**config.mk**
```make
export PLATFORM = sky130hd
export DESIGN_NAME = fpaddsub_normalize_ctrl_flat
export DESIGN_NICKNAME = d
export VERILOG_FILES = /design/src/rtl/fpaddsub_normalize_ctrl_if.sv /design/src/rtl/fpaddsub_normalize_ctrl.sv /design/src/flat_wrapper.sv
export SDC_FILE = /design/constraint.sdc
export NUM_CORES = 1
export LEC_CHECK = 0
export ABC_AREA = 1
export BUFFER_PORTS_ARGS = -buffer_cell sky130_fd_sc_hd__buf_2
export CAP_MARGIN = 20
export CORE_MARGIN = 4
export CORE_UTILIZATION = 35
export DETAILED_ROUTE_END_ITERATION = 16
export PLACE_DENSITY = 0.59
export SYNTH_ARGS = -nofsm -noshare
export SYNTH_HDL_FRONTEND = slang
export SYNTH_SLANG_ARGS = --single-unit
export TNS_END_PERCENT = 20
```
**constraint.sdc**
```tcl
create_clock -name clk -period 20.3 [get_ports clk]
set_clock_uncertainty 0.2 [all_clocks]
set_input_delay 3.045 -clock clk [delete_from_list [all_inputs] [get_ports clk]]
set_output_delay 3.045 -clock clk [all_outputs]
set_load 0.01 [all_outputs]
```
**src/rtl/fpaddsub_normalize_ctrl_if.sv**
```systemverilog
// Bundle of operand, shifter and result signals for the normalization sequencer.
// The controller uses the slave modport; the surrounding pipeline uses master.
interface fpaddsub_normalize_ctrl_if #(
  parameter int MW = 33,
  parameter int EW = 8
);
  logic          in_valid;
  logic          in_ready;
  logic [MW-1:0] in_mant;
  logic [EW-1:0] in_exp;
  logic [MW-1:0] sh_mant_o;
  logic [4:0]    sh_amt_o;
  logic [MW-1:0] sh_mant_i;
  logic          out_valid;
  logic          out_ready;
  logic [MW-1:0] out_mant;
  logic [EW-1:0] out_exp;
  logic          out_zero;
  logic          out_denorm;
  logic [2:0]    out_passes;

  modport slave (
    input  in_valid, in_mant, in_exp, sh_mant_i, out_ready,
    output in_ready, sh_mant_o, sh_amt_o, out_valid, out_mant, out_exp,
           out_zero, out_denorm, out_passes
  );

  modport master (
    output in_valid, in_mant, in_exp, sh_mant_i, out_ready,
    input  in_ready, sh_mant_o, sh_amt_o, out_valid, out_mant, out_exp,
           out_zero, out_denorm, out_passes
  );
endinterface

```
**src/rtl/fpaddsub_normalize_ctrl.sv**
```systemverilog
// Multi-pass normalization sequencer: drives a shared left shifter (<= MAXSH bits
// per pass) until the mantissa MSB is set or the exponent reaches 1.
module fpaddsub_normalize_ctrl #(
  parameter int MW    = 33,
  parameter int EW    = 8,
  parameter int MAXSH = 15
) (
  input  logic                          clk,
  input  logic                          rst,
  fpaddsub_normalize_ctrl_if.slave      bus_if
);

  typedef enum logic [1:0] {S_IDLE, S_EVAL, S_SHIFT, S_DONE} state_e;

  state_e        state_q, state_d;
  logic [MW-1:0] mant_q, mant_d;
  logic [EW-1:0] exp_q, exp_d;
  logic [3:0]    amt_q, amt_d;
  logic [2:0]    pass_q, pass_d;
  logic          zero_q, zero_d;
  logic          denorm_q, denorm_d;
  logic [5:0]    lz_s;
  logic [EW-1:0] lz_ext_s;
  logic [EW-1:0] exp_m1_s;
  logic [EW-1:0] amt_min_s;
  logic          done_s;

  function automatic logic [5:0] lzc(input logic [MW-1:0] v);
    logic       found;
    logic [5:0] cnt;
    found = 1'b0;
    cnt   = 6'd0;
    for (int i = MW - 1; i >= 0; i--) begin
      if (found) begin
        cnt = cnt;
      end else if (v[i]) begin
        found = 1'b1;
      end else begin
        cnt = cnt + 6'd1;
      end
    end
    return cnt;
  endfunction

  // Shift amount for this pass: min(lz, MAXSH, exp-1) so the exponent never drops below 1.
  always_comb begin
    lz_s      = lzc(mant_q);
    lz_ext_s  = EW'(lz_s);
    exp_m1_s  = exp_q - {{(EW-1){1'b0}}, 1'b1};
    amt_min_s = EW'(MAXSH);
    if (lz_ext_s < amt_min_s) begin
      amt_min_s = lz_ext_s;
    end else begin
      amt_min_s = amt_min_s;
    end
    if (exp_m1_s < amt_min_s) begin
      amt_min_s = exp_m1_s;
    end else begin
      amt_min_s = amt_min_s;
    end
  end

  // Next-state and datapath update.
  always_comb begin
    state_d  = state_q;
    mant_d   = mant_q;
    exp_d    = exp_q;
    amt_d    = amt_q;
    pass_d   = pass_q;
    zero_d   = zero_q;
    denorm_d = denorm_q;
    case (state_q)
      S_IDLE: begin
        if (bus_if.in_valid) begin
          mant_d   = bus_if.in_mant;
          exp_d    = bus_if.in_exp;
          amt_d    = 4'd0;
          pass_d   = 3'd0;
          zero_d   = 1'b0;
          denorm_d = 1'b0;
          state_d  = S_EVAL;
        end else begin
          state_d  = S_IDLE;
        end
      end
      S_EVAL: begin
        if (mant_q == {MW{1'b0}}) begin
          zero_d   = 1'b1;
          denorm_d = 1'b0;
          exp_d    = {EW{1'b0}};
          state_d  = S_DONE;
        end else if ((lz_s == 6'd0) || (exp_q <= {{(EW-1){1'b0}}, 1'b1})) begin
          denorm_d = ~mant_q[MW-1];
          state_d  = S_DONE;
        end else begin
          amt_d    = amt_min_s[3:0];
          state_d  = S_SHIFT;
        end
      end
      S_SHIFT: begin
        mant_d  = bus_if.sh_mant_i;
        exp_d   = exp_q - {{(EW-4){1'b0}}, amt_q};
        pass_d  = pass_q + 3'd1;
        state_d = S_EVAL;
      end
      S_DONE: begin
        if (bus_if.out_ready) begin
          state_d = S_IDLE;
        end else begin
          state_d = S_DONE;
        end
      end
      default: begin
        state_d = S_IDLE;
      end
    endcase
  end

  // State and datapath registers with synchronous reset.
  always_ff @(posedge clk) begin
    if (rst) begin
      state_q  <= S_IDLE;
      mant_q   <= {MW{1'b0}};
      exp_q    <= {EW{1'b0}};
      amt_q    <= 4'd0;
      pass_q   <= 3'd0;
      zero_q   <= 1'b0;
      denorm_q <= 1'b0;
    end else begin
      state_q  <= state_d;
      mant_q   <= mant_d;
      exp_q    <= exp_d;
      amt_q    <= amt_d;
      pass_q   <= pass_d;
      zero_q   <= zero_d;
      denorm_q <= denorm_d;
    end
  end

  // Outputs come only from registers gated by the state decode.
  assign done_s            = (state_q == S_DONE);
  assign bus_if.in_ready   = (state_q == S_IDLE);
  assign bus_if.sh_mant_o  = mant_q;
  assign bus_if.sh_amt_o   = (state_q == S_SHIFT) ? {1'b0, amt_q} : 5'd0;
  assign bus_if.out_valid  = done_s;
  assign bus_if.out_mant   = done_s ? mant_q : {MW{1'b0}};
  assign bus_if.out_exp    = done_s ? exp_q : {EW{1'b0}};
  assign bus_if.out_zero   = done_s & zero_q;
  assign bus_if.out_denorm = done_s & denorm_q & ~zero_q;
  assign bus_if.out_passes = done_s ? pass_q : 3'd0;

endmodule

```
**src/flat_wrapper.sv**
```systemverilog
// flat-port wrapper written by rule: the top's interface ports become plain ports
module fpaddsub_normalize_ctrl_flat 
#(
  parameter int MW    = 33,
  parameter int EW    = 8,
  parameter int MAXSH = 15
)
  (clk, rst, bus_if_in_valid, bus_if_in_mant, bus_if_in_exp, bus_if_sh_mant_i, bus_if_out_ready, bus_if_in_ready, bus_if_sh_mant_o, bus_if_sh_amt_o, bus_if_out_valid, bus_if_out_mant, bus_if_out_exp, bus_if_out_zero, bus_if_out_denorm, bus_if_out_passes);
  fpaddsub_normalize_ctrl_if #(.MW(MW), .EW(EW)) bus_if_i ();
  input  logic clk;
  input  logic rst;
  input wire logic [$bits(bus_if_i.in_valid)-1:0] bus_if_in_valid;
  input wire logic [$bits(bus_if_i.in_mant)-1:0] bus_if_in_mant;
  input wire logic [$bits(bus_if_i.in_exp)-1:0] bus_if_in_exp;
  input wire logic [$bits(bus_if_i.sh_mant_i)-1:0] bus_if_sh_mant_i;
  input wire logic [$bits(bus_if_i.out_ready)-1:0] bus_if_out_ready;
  output wire logic [$bits(bus_if_i.in_ready)-1:0] bus_if_in_ready;
  output wire logic [$bits(bus_if_i.sh_mant_o)-1:0] bus_if_sh_mant_o;
  output wire logic [$bits(bus_if_i.sh_amt_o)-1:0] bus_if_sh_amt_o;
  output wire logic [$bits(bus_if_i.out_valid)-1:0] bus_if_out_valid;
  output wire logic [$bits(bus_if_i.out_mant)-1:0] bus_if_out_mant;
  output wire logic [$bits(bus_if_i.out_exp)-1:0] bus_if_out_exp;
  output wire logic [$bits(bus_if_i.out_zero)-1:0] bus_if_out_zero;
  output wire logic [$bits(bus_if_i.out_denorm)-1:0] bus_if_out_denorm;
  output wire logic [$bits(bus_if_i.out_passes)-1:0] bus_if_out_passes;
  assign bus_if_i.in_valid = bus_if_in_valid;
  assign bus_if_i.in_mant = bus_if_in_mant;
  assign bus_if_i.in_exp = bus_if_in_exp;
  assign bus_if_i.sh_mant_i = bus_if_sh_mant_i;
  assign bus_if_i.out_ready = bus_if_out_ready;
  assign bus_if_in_ready = bus_if_i.in_ready;
  assign bus_if_sh_mant_o = bus_if_i.sh_mant_o;
  assign bus_if_sh_amt_o = bus_if_i.sh_amt_o;
  assign bus_if_out_valid = bus_if_i.out_valid;
  assign bus_if_out_mant = bus_if_i.out_mant;
  assign bus_if_out_exp = bus_if_i.out_exp;
  assign bus_if_out_zero = bus_if_i.out_zero;
  assign bus_if_out_denorm = bus_if_i.out_denorm;
  assign bus_if_out_passes = bus_if_i.out_passes;
  fpaddsub_normalize_ctrl #(.MW(MW), .EW(EW), .MAXSH(MAXSH)) u_core (.clk(clk), .rst(rst), .bus_if(bus_if_i));
endmodule
```
# Word level (Yosys, flattened, before mapping)
# Index checks and enable logic that the tools add are counted.
word_totals:
  register_bits: 52
  inputBits: 78
op_classes:
  add_sub_neg: 35
  order_cmp: 3
  eq_ne: 8
  mux: 156
  bitwise: 5
  reduce_logical: 12
ops:
  columns: ["operator", "n"]
  rows:
  - ["6-bit 2-to-1 mux", 65]
  - ["6-bit by 1-bit adder with 6-bit output (second input constant)", 31]
  - ["1-bit 2-to-1 mux", 70]
  - ["33-bit 2-to-1 mux", 2]
  - ["33-bit one-hot mux with 2 select lines", 1]
  - ["33-bit zero test", 1]
  - ["8-bit 2-to-1 mux", 3]
  - ["8-bit one-hot mux with 3 select lines", 1]
  - ["4-bit 2-to-1 mux", 5]
  - ["3-bit AND reduction", 3]
  - ["8-bit by 1-bit <= comparator with 1-bit output (second input constant)", 1]
  - ["8-bit by 6-bit less-than comparator with 1-bit output", 1]
  - ["2-bit one-hot mux with 4 select lines", 1]
  - ["4-bit one-hot mux with 2 select lines", 1]
  - ["8-bit by 1-bit subtractor with 8-bit output (second input constant)", 1]
  - ["8-bit by 4-bit subtractor with 8-bit output", 1]
  - ["6-bit zero test", 1]
  - ["6-bit by 4-bit less-than comparator with 1-bit output (second input constant)", 1]
  - ["3-bit 2-to-1 mux", 2]
  - ["2-bit != test (second input constant)", 3]
  - ["3-bit one-hot mux with 2 select lines", 1]
  - ["2-bit == test (second input constant)", 2]
  - ["2-bit 2-to-1 mux", 2]
  - ["1-bit one-hot mux with 2 select lines", 2]
  - ["other kinds (13)", 17]

# Depth between registers and ports, before layout
# Gate-level depths: netlist of run 1.
depth:
  ltp_word: 104
  mapped_depth: 156

# Worst setup path before layout of run 1
# OpenSTA, ideal clock, no wires.
synth_timing:
  path_kind: "reg2reg"
  startpoint: "reg u_core.mant_q[31] (netlist: u_core.bus_if.sh_mant_o[31])"
  endpoint: "reg u_core.amt_q[2]"
  setup_time_ns: 0.071
  t_arrival_ns: 19.307
  path_slack_ns: 0.722
  path_stages_with_launch: 152
  path_buffers: 0
  cell_sequence: "dfxtp_1 -> inv_1 -> nor2_1 -> ha_1 -> nor2_1 -> nor3_1 -> ha_1 -> nand2_1 -> o21ai_0 -> nand2_1 -> inv_1 -> ha_1 -> or2_0 -> nand2_1 -> inv_1 -> ha_1 -> o21ai_0 -> inv_1 -> [... 116 more ...] -> ha_1 -> a21oi_1 -> a22oi_1 -> ha_1 -> nand2_1 -> nor2_1 -> inv_1 -> nand2_1 -> o41ai_1 -> nor2_1 -> ha_1 -> a21oi_1 -> nand2_2 -> nand2_4 -> nand2_4 -> nand2_1 -> nand3_1 -> a21oi_1"
synth_between:
  elab_chain_cells: 102
synth_rtl:
  columns: ["element", "line", "rtl"]
  rows:
  - ["start, declared", "fpaddsub_normalize_ctrl.sv:16", "logic [MW-1:0] mant_q, mant_d;"]
  - ["start signal, assigned", "fpaddsub_normalize_ctrl.sv:123", "mant_q <= {MW{1'b0}};"]
  - ["start signal, assigned", "fpaddsub_normalize_ctrl.sv:131", "mant_q <= mant_d;"]
  - ["6-bit 2-to-1 mux", "fpaddsub_normalize_ctrl.sv:36", "end else if (v[i]) begin"]
  - ["6-bit 2-to-1 mux", "fpaddsub_normalize_ctrl.sv:34", "if (found) begin"]
  - ["6-bit by 1-bit adder with 6-bit output", "fpaddsub_normalize_ctrl.sv:39", "cnt = cnt + 6'd1;"]
  - ["6-bit 2-to-1 mux", "fpaddsub_normalize_ctrl.sv:36", null]
  - ["6-bit 2-to-1 mux", "fpaddsub_normalize_ctrl.sv:34", null]
  - ["6-bit by 1-bit adder with 6-bit output", "fpaddsub_normalize_ctrl.sv:39", null]
  - ["6-bit 2-to-1 mux", "fpaddsub_normalize_ctrl.sv:36", null]
  - ["6-bit 2-to-1 mux", "fpaddsub_normalize_ctrl.sv:34", null]
  - ["[... 86 more ...]", null, null]
  - ["6-bit 2-to-1 mux", "fpaddsub_normalize_ctrl.sv:34", null]
  - ["6-bit by 4-bit less-than comparator with 1-bit output", "fpaddsub_normalize_ctrl.sv:51", "if (lz_ext_s < amt_min_s) begin"]
  - ["6-bit 2-to-1 mux", "fpaddsub_normalize_ctrl.sv:51", null]
  - ["8-bit by 6-bit less-than comparator with 1-bit output", "fpaddsub_normalize_ctrl.sv:56", "if (exp_m1_s < amt_min_s) begin"]
  - ["4-bit 2-to-1 mux", "fpaddsub_normalize_ctrl.sv:56", null]
  - ["4-bit 2-to-1 mux", "fpaddsub_normalize_ctrl.sv:92", "end else if ((lz_s == 6'd0) || (exp_q <= {{(EW-1){1'b0}}, 1'b1})) begin"]
  - ["4-bit 2-to-1 mux", "fpaddsub_normalize_ctrl.sv:87", "if (mant_q == {MW{1'b0}}) begin"]
  - ["4-bit one-hot mux with 2 select lines", "fpaddsub_normalize_ctrl.sv:72", "case (state_q)"]
  - ["end signal, assigned", "fpaddsub_normalize_ctrl.sv:133", "amt_q <= amt_d;"]
  - ["end, declared", "fpaddsub_normalize_ctrl.sv:18", "logic [3:0] amt_q, amt_d;"]
# Several ways; a longest one is shown, not always the timed one. The select of a mux whose other input is x is not followed.
# A chain may end at the register's enable or synchronous reset.

# Final worst setup path of run 1
layout_timing:
  startpoint: "reg u_core.mant_q[31] (netlist: u_core.bus_if.sh_mant_o[31])"
  endpoint: "reg u_core.amt_q[3]"
# The elaborated chain is that of the path after synthesis.

==> out/metrics.csv, run 1 <==
metric;value;unit
final weighted congestion in routability-driven placement;0.8550;
worst slack at placement;-0.5555;ns
cell type of the slowest stage on the worst timing path;sky130_fd_sc_hd__o41ai_4;
async set or reset register ratio after synthesis;0;%
floorplan die area;0.02279;mm^2
post-synthesis share of cell area spent on and, or, nand and nor gates;43.55;%
post-DR wirelength/cell;11.89;um
Slew HR;45.03;%
Antenna Violating Nets Remaining;0;
required time of the critical path;20.34;ns
share of the synthesized area in compound gates (AO/OA/AOI/OAI);14.10;%
floorplan row count;52;
remaining global-route overflow;0;
Residual DRC;0;
FILL cells;2233;
count of mapped cells out of synthesis;1310;
area of the core;0.02017;mm^2
wire length of the first global-routing pass;33610;um
clock sinks;52;
start of the worst register-to-register path;u_core.bus_if.sh_mant_o[31];
number of failing setup endpoints in the final timing report;0;
number of antenna diodes;0;
HPWL after DPL;15940;um
clock latency reported for the late side of the worst-skew pair;0.30;ns
pin count of the biggest net entering global routing;70;
area growth from synthesis to layout;27.32;%
total standard cell area after synthesis;0.007154;mm^2
via count of the first global-routing pass;7483;
Die H;151.0;um
Total Routing Usage GR;17.51;%
most repeated library cell on the critical path;sky130_fd_sc_hd__nand2_1;
initial antenna violation count;0;
total non-filler cell area in the finished layout;0.009109;mm^2
total of hold buffers inserted after clock tree synthesis;0;
period utilization;94.20;%
Post-synth EDFFs;0;
CTS clock-pin slew for the worst setup and hold paths;0.08;ns
launch point of the worst path;u_core.bus_if.sh_mant_o[31];
synthesized area per cell;5.461;um^2
number of library cell types mapped by synthesis;45;
Final Max Slew Viols;0;
Max Root-Sink Buffers;2;
Worst Max-Slew Pin Slew;0.8170;ns
number of buffers added by the clock tree synthesis step;5;
Min-Delay Startpoint;u_core.pass_q[2];
largest family of logic cells by synthesized area;simple AND/OR/NAND/NOR gates;
clock tree from TritonCTS;done;
total wire length after detailed routing;20930;um
vias post-DR;8201;
largest fanout on the critical path;5;
arithmetic-cell share of the synthesized area counting full adders, half adders and majority gates;8.499;%
iteration count of the initial detailed-routing pass;5;
worst setup path class;flip-flop to flip-flop;
number of top-level pins;164;
sequential-to-total area share from yosys stat;14.55;%
number of violations reported at the end of detailed-routing iteration 0;354;
starting utilization of the core area;35.47;%
synthesized flop and latch total;52;
proportion of synthesized area in mux cells;0;%
number of H-tree levels;2;
warnings from Yosys;0;
Min-Delay Path Class;flip-flop to flip-flop;
maximum capacitance violations;0;
outcome;completed;
xor-xnor portion of the synthesized cell area;1.941;%
most frequently used flop master after synthesis;sky130_fd_sc_hd__dfxtp_1;
final hold vios;0;
instance area at placement;0.008312;mm^2
kind of capture point of the worst setup path;flip-flop;
fraction of final layout cells with drive strength greater than 1;26.58;%
average vias per placed instance;4.660;
data arrival time at the worst-slack endpoint;19.16;ns
nature of the critical path startpoint;flip-flop;
slack of the critical path;1.178;ns
Slowest Stage Delay on Critical Path;0.42;ns
number of nets in the layout;1615;
Die X;151.0;um
clk root buf;sky130_fd_sc_hd__clkbuf_16;
shortest period the worst path allows;19.12;ns
buffers added on ports;162;
Fmax achieved;52.29;MHz
final timing paths:
check	end	slack, ns	cells past startpoint
hold / removal	u_core.pass_q[2]	0.29	1
setup / recovery	u_core.amt_q[3]	1.18	152
hold reg to reg	u_core.pass_q[2]	0.29	1
setup reg to reg	u_core.amt_q[3]	1.18	152
Yosys cell counts (12+ instances only):
cell / count / area [um^2]
sky130_fd_sc_hd__o21ai_0: 63 / 315.3
sky130_fd_sc_hd__nor2_2: 12 / 75.07
sky130_fd_sc_hd__nand3_1: 84 / 420.4
sky130_fd_sc_hd__ha_1: 47 / 588.1
sky130_fd_sc_hd__inv_1: 284 / 1066
sky130_fd_sc_hd__a211oi_1: 12 / 90.09
sky130_fd_sc_hd__nand2_1: 314 / 1179
sky130_fd_sc_hd__nor2_1: 144 / 540.5
sky130_fd_sc_hd__nand3_2: 20 / 200.2
sky130_fd_sc_hd__nand2_2: 36 / 225.2
sky130_fd_sc_hd__inv_2: 15 / 56.30
sky130_fd_sc_hd__nand4_1: 23 / 143.9
sky130_fd_sc_hd__a21oi_1: 97 / 485.5
sky130_fd_sc_hd__dfxtp_1: 52 / 1041
sky130_fd_sc_hd__clkbuf_1: 22 / 82.58
per-stage QoR:
step / util (%) / instances / hold WS (ns) / TNS, ns
floorplan: - / 1311 / 0.2420 / 0
CTS: 42.31 / 1743 / 0.2843 / 0
global route: 45.16 / 1760 / 0.3120 / -0.7329
detailed placement: 41.21 / 1730 / 0.2663 / -2.162
finish: 45.16 / 1760 / 0.2869 / 0
global placement: 41.21 / 1730 / 0.2581 / -0.07101
layout make-up:
type	count	area, um^2	area share, %
Inverter	301	1135	12.46
Clock inverter	2	16.27	0.1786
Multi-Input combinational cell	931	5321	58.42
Sequential cell	52	1049	11.51
Clock buffer	6	128.9	1.415
Tap cell	270	337.8	3.709
Timing Repair Buffer	198	1121	12.31
layer usage:
layer	global-route usage, %	wire length [um]
met1	22.99	9836
met5	0	0
met4	2.947	180
met2	30.92	10090
met3	2.454	817
kinds of logic (layout without fill, tap and decap cells):
family | after synthesis | in the layout
DFF | 52 | 52
and+or+nand+nor | 677 | 677
buffers and inverters | 328 | 507
xor gates and xnor gates | 15 | 15
adders and majority gates | 48 | 48
AOI/OAI and AO/OA | 188 | 188
other | 2 | 3
worst max-delay path, delay by kind of cell, from the launching register on:
family | cells | cell delay (ns)
adders and majority gates | 32 | 7.87
DFF | 1 | 0.39
and+or+nand+nor | 67 | 6.12
AOI/OAI and AO/OA | 27 | 3.01
buffers and inverters | 26 | 1.35
layout by cell type, fill, tap and decap left out, types with 3 or more instances in the layout:
master / netlist / final
sky130_fd_sc_hd__nor2_2: 12 / 15
sky130_fd_sc_hd__ha_1: 47 / 26
sky130_fd_sc_hd__nand3_1: 84 / 83
sky130_fd_sc_hd__nor3_1: 10 / 10
sky130_fd_sc_hd__a21oi_1: 97 / 93
sky130_fd_sc_hd__nand3b_1: 5 / 5
sky130_fd_sc_hd__nor4_1: 8 / 8
sky130_fd_sc_hd__nand2_4: 2 / 6
sky130_fd_sc_hd__inv_2: 15 / 29
sky130_fd_sc_hd__a21oi_2: 0 / 4
sky130_fd_sc_hd__conb_1: 2 / 3
sky130_fd_sc_hd__inv_1: 284 / 268
sky130_fd_sc_hd__o21ai_2: 0 / 7
sky130_fd_sc_hd__dfxtp_1: 52 / 50
sky130_fd_sc_hd__ha_2: 0 / 3
sky130_fd_sc_hd__nand2_2: 36 / 60
sky130_fd_sc_hd__a221oi_1: 3 / 3
sky130_fd_sc_hd__or2_4: 0 / 3
sky130_fd_sc_hd__nand2_1: 314 / 286
sky130_fd_sc_hd__o21ai_1: 4 / 9
sky130_fd_sc_hd__ha_4: 0 / 18
sky130_fd_sc_hd__nor2_1: 144 / 138
sky130_fd_sc_hd__xnor2_1: 6 / 6
sky130_fd_sc_hd__nor2_4: 7 / 10
sky130_fd_sc_hd__buf_4: 1 / 34
sky130_fd_sc_hd__or2_2: 7 / 4
sky130_fd_sc_hd__clkbuf_16: 0 / 5
sky130_fd_sc_hd__buf_2: 0 / 162
sky130_fd_sc_hd__o21ai_0: 63 / 51
sky130_fd_sc_hd__nand4_1: 23 / 23
sky130_fd_sc_hd__nand3_2: 20 / 21
sky130_fd_sc_hd__xor2_1: 8 / 8
sky130_fd_sc_hd__a211oi_1: 12 / 12
repair_timing:
action                                  CTS  global route
setup buffers                             5            15
pin swaps                                 8            72
endpoints found under the setup margin    4             6
gates resized for setup                  22            91
registers in the layout (all words and copies together), names as in the netlist:
register / cells
u_core.exp_q: 8
u_core.amt_q: 4
u_core.denorm_q: 1
u_core.state_q: 2
u_core.bus_if.sh_mant_o: 33
u_core.pass_q: 3
u_core.zero_q: 1
Power of run 1 is left out: the tool's default activity adds up to more than one toggle a clock period on the data nets, which glitch-free logic cannot reach.
==> run 2: changes to the inputs <==
--- a/config.mk
+++ b/config.mk
@@ -11,7 +11,8 @@
 export CORE_MARGIN = 4
 export CORE_UTILIZATION = 35
 export DETAILED_ROUTE_END_ITERATION = 16
-export PLACE_DENSITY = 0.59
+export PLACE_DENSITY_LB_ADDON = 0.2
+export RECOVER_POWER = 50
 export SYNTH_ARGS = -nofsm -noshare
 export SYNTH_HDL_FRONTEND = slang
 export SYNTH_SLANG_ARGS = --single-unit
==> run 2 against run 1 <==
Against the previous run:
- the flow now finishes with violations (capacitance limit, slew limit)
- critical path type unchanged
- first-iteration DRC count decreased by 12%
- register-to-register slack got worse by 0.04 ns
- largest cell class unchanged
- non-clock buffer count up 2
- clock-buffer cell count unchanged
- die area did not move
- sequential share of layout area rose by 0.074 points
- via count fell by 0.73%
- critical path depth rose by 4
- fmax down 0.21%
==> out/metrics.csv, run 2 (synthesis gave the netlist of run 1 again) <==
metric;value;unit
clk root buf;sky130_fd_sc_hd__clkbuf_16;
max reg flops;33;
Fmax achieved;52.18;MHz
number of nets in the layout;1617;
final hold vios;0;
outcome;complete, but fails checks;
buffers added on ports;162;
average vias per placed instance;4.620;
HPWL after DPL;15750;um
sequential cell area in the final layout;0.001044;mm^2
Total Routing Usage GR;17.50;%
required time of the critical path;20.35;ns
utilization after layout;44.66;%
met1 capacity usage during global routing;22.88;%
fraction of final layout cells with drive strength greater than 1;24.20;%
pin count of the biggest net entering global routing;70;
Max Root-Sink Buffers;2;
CTS clock-pin slew for the worst setup and hold paths;0.08;ns
Slew HR;-48.66;%
clock latency reported for the late side of the worst-skew pair;0.31;ns
via count of the first global-routing pass;7428;
Min-Delay Path Class;flip-flop to flip-flop;
FILL cells;2229;
wire length of the first global-routing pass;33510;um
area growth from synthesis to layout;25.90;%
area of the core;0.02017;mm^2
Min-Delay Startpoint;u_core.pass_q[2];
cell type of the slowest stage on the worst timing path;sky130_fd_sc_hd__dfxtp_2;
launch point of the worst path;u_core.bus_if.sh_mant_o[31];
nature of the critical path startpoint;flip-flop;
Antenna Violating Nets Remaining;0;
post-DR wirelength/cell;11.61;um
flop2flop setup slack;1.14;ns
vias post-DR;8141;
floorplan row count;52;
met2 Track Usage GR;30.70;%
clock sinks;52;
Residual DRC;0;
instance area at placement;0.008319;mm^2
destination of the critical timing path;u_core.amt_q[1];
remaining global-route overflow;0;
initial antenna violation count;0;
Worst Max-Slew Pin Slew;2.230;ns
number of buffers added by the clock tree synthesis step;5;
Final Max Slew Viols;59;
kind of capture point of the worst setup path;flip-flop;
start of the worst register-to-register path;u_core.bus_if.sh_mant_o[31];
total of hold buffers inserted after clock tree synthesis;0;
capture point of the worst reg-to-reg path;u_core.amt_q[1];
number of antenna diodes;0;
failing checks;capacitance limit, slew limit;
Die H;151.0;um
starting utilization of the core area;35.47;%
final weighted congestion in routability-driven placement;0.8661;
Slowest Stage Delay on Critical Path;0.33;ns
most used routing layer in global routing;met2;
total non-filler cell area in the finished layout;0.009007;mm^2
met3 Usage GRT;2.723;%
shortest period the worst path allows;19.16;ns
number of top-level pins;164;
floorplan die area;0.02279;mm^2
maximum capacitance violations;1;
tightest hold margin;0.2893;ns
area used by multi-input combinational logic;0.005283;mm^2
largest fanout on the critical path;5;
most common library cell in the layout ignoring fill and taps;sky130_fd_sc_hd__nand2_1;
number of H-tree levels;2;
clock tree from TritonCTS;done;
r2r worst-path depth;156;
worst setup path class;flip-flop to flip-flop;
most repeated library cell on the critical path;sky130_fd_sc_hd__nand2_2;
number of failing setup endpoints in the final timing report;0;
Die X;151.0;um
total wire length after detailed routing;20460;um
iteration count of the initial detailed-routing pass;5;
period utilization;94.40;%
number of violations reported at the end of detailed-routing iteration 0;311;
data arrival time at the worst-slack endpoint;19.21;ns
most frequent cells in the layout;289 x sky130_fd_sc_hd__nand2_1, 272 x sky130_fd_sc_hd__inv_1, 138 x sky130_fd_sc_hd__nor2_1;
==> run 2: layout make-up <==
class | instances | area share (%)
multi-input combinational | 931 | 58.65
inverter | 301 | 12.57
timing repair buffer | 200 | 11.83
sequential | 52 | 11.58
tap | 270 | 3.751
clock buffer | 6 | 1.431
clock inverter | 2 | 0.1806
==> run 2: metal layers <==
metal	wire length (um)	share of wire [%]	vias to the layer above
met1	9608	47	3538
met2	9822	48	132
met5	0	0	-
met4	177	0.87	0
met3	851	4.2	11
li1	-	-	4460
==> run 2: how the worst min path moves through the flow <==
stage,end,slack [ns],cells past startpoint
after floorplan,u_core.zero_q,0.24,2
after global placement,u_core.pass_q[2],0.27,1
after detailed placement,u_core.pass_q[2],0.28,1
after CTS,u_core.pass_q[2],0.29,1
after global routing,u_core.zero_q,0.31,2
final,u_core.pass_q[2],0.29,1
==> run 2: what timing repair did <==
action / CTS / global route
resized for setup: 20 / 80
setup endpoints to repair: 4 / 6
gates cloned: 0 / 0
setup buffers: 5 / 16
pin swaps: 7 / 69
==> run 2: metrics by stage <==
step / setup slack [ns] / TNS (ns) / instances
floorplan: 0.7224 / 0 / 1311
global placement: 0.05421 / 0 / 1731
detailed placement: -0.5216 / -2.067 / 1731
CTS: 0.0002593 / 0 / 1744
global route: -0.2529 / -0.9612 / 1762
finish: 1.137 / 0 / 1762
==> run 2: worst max-delay path: cells and delay by family (launching register included) <==
family | cells | cell delay, ns
compound gates | 27 | 2.67
flops | 1 | 0.33
buf+inv | 27 | 1.49
fa+ha+maj | 32 | 7.79
simple gates | 70 | 6.56
Power of run 2 is left out for the same reason.
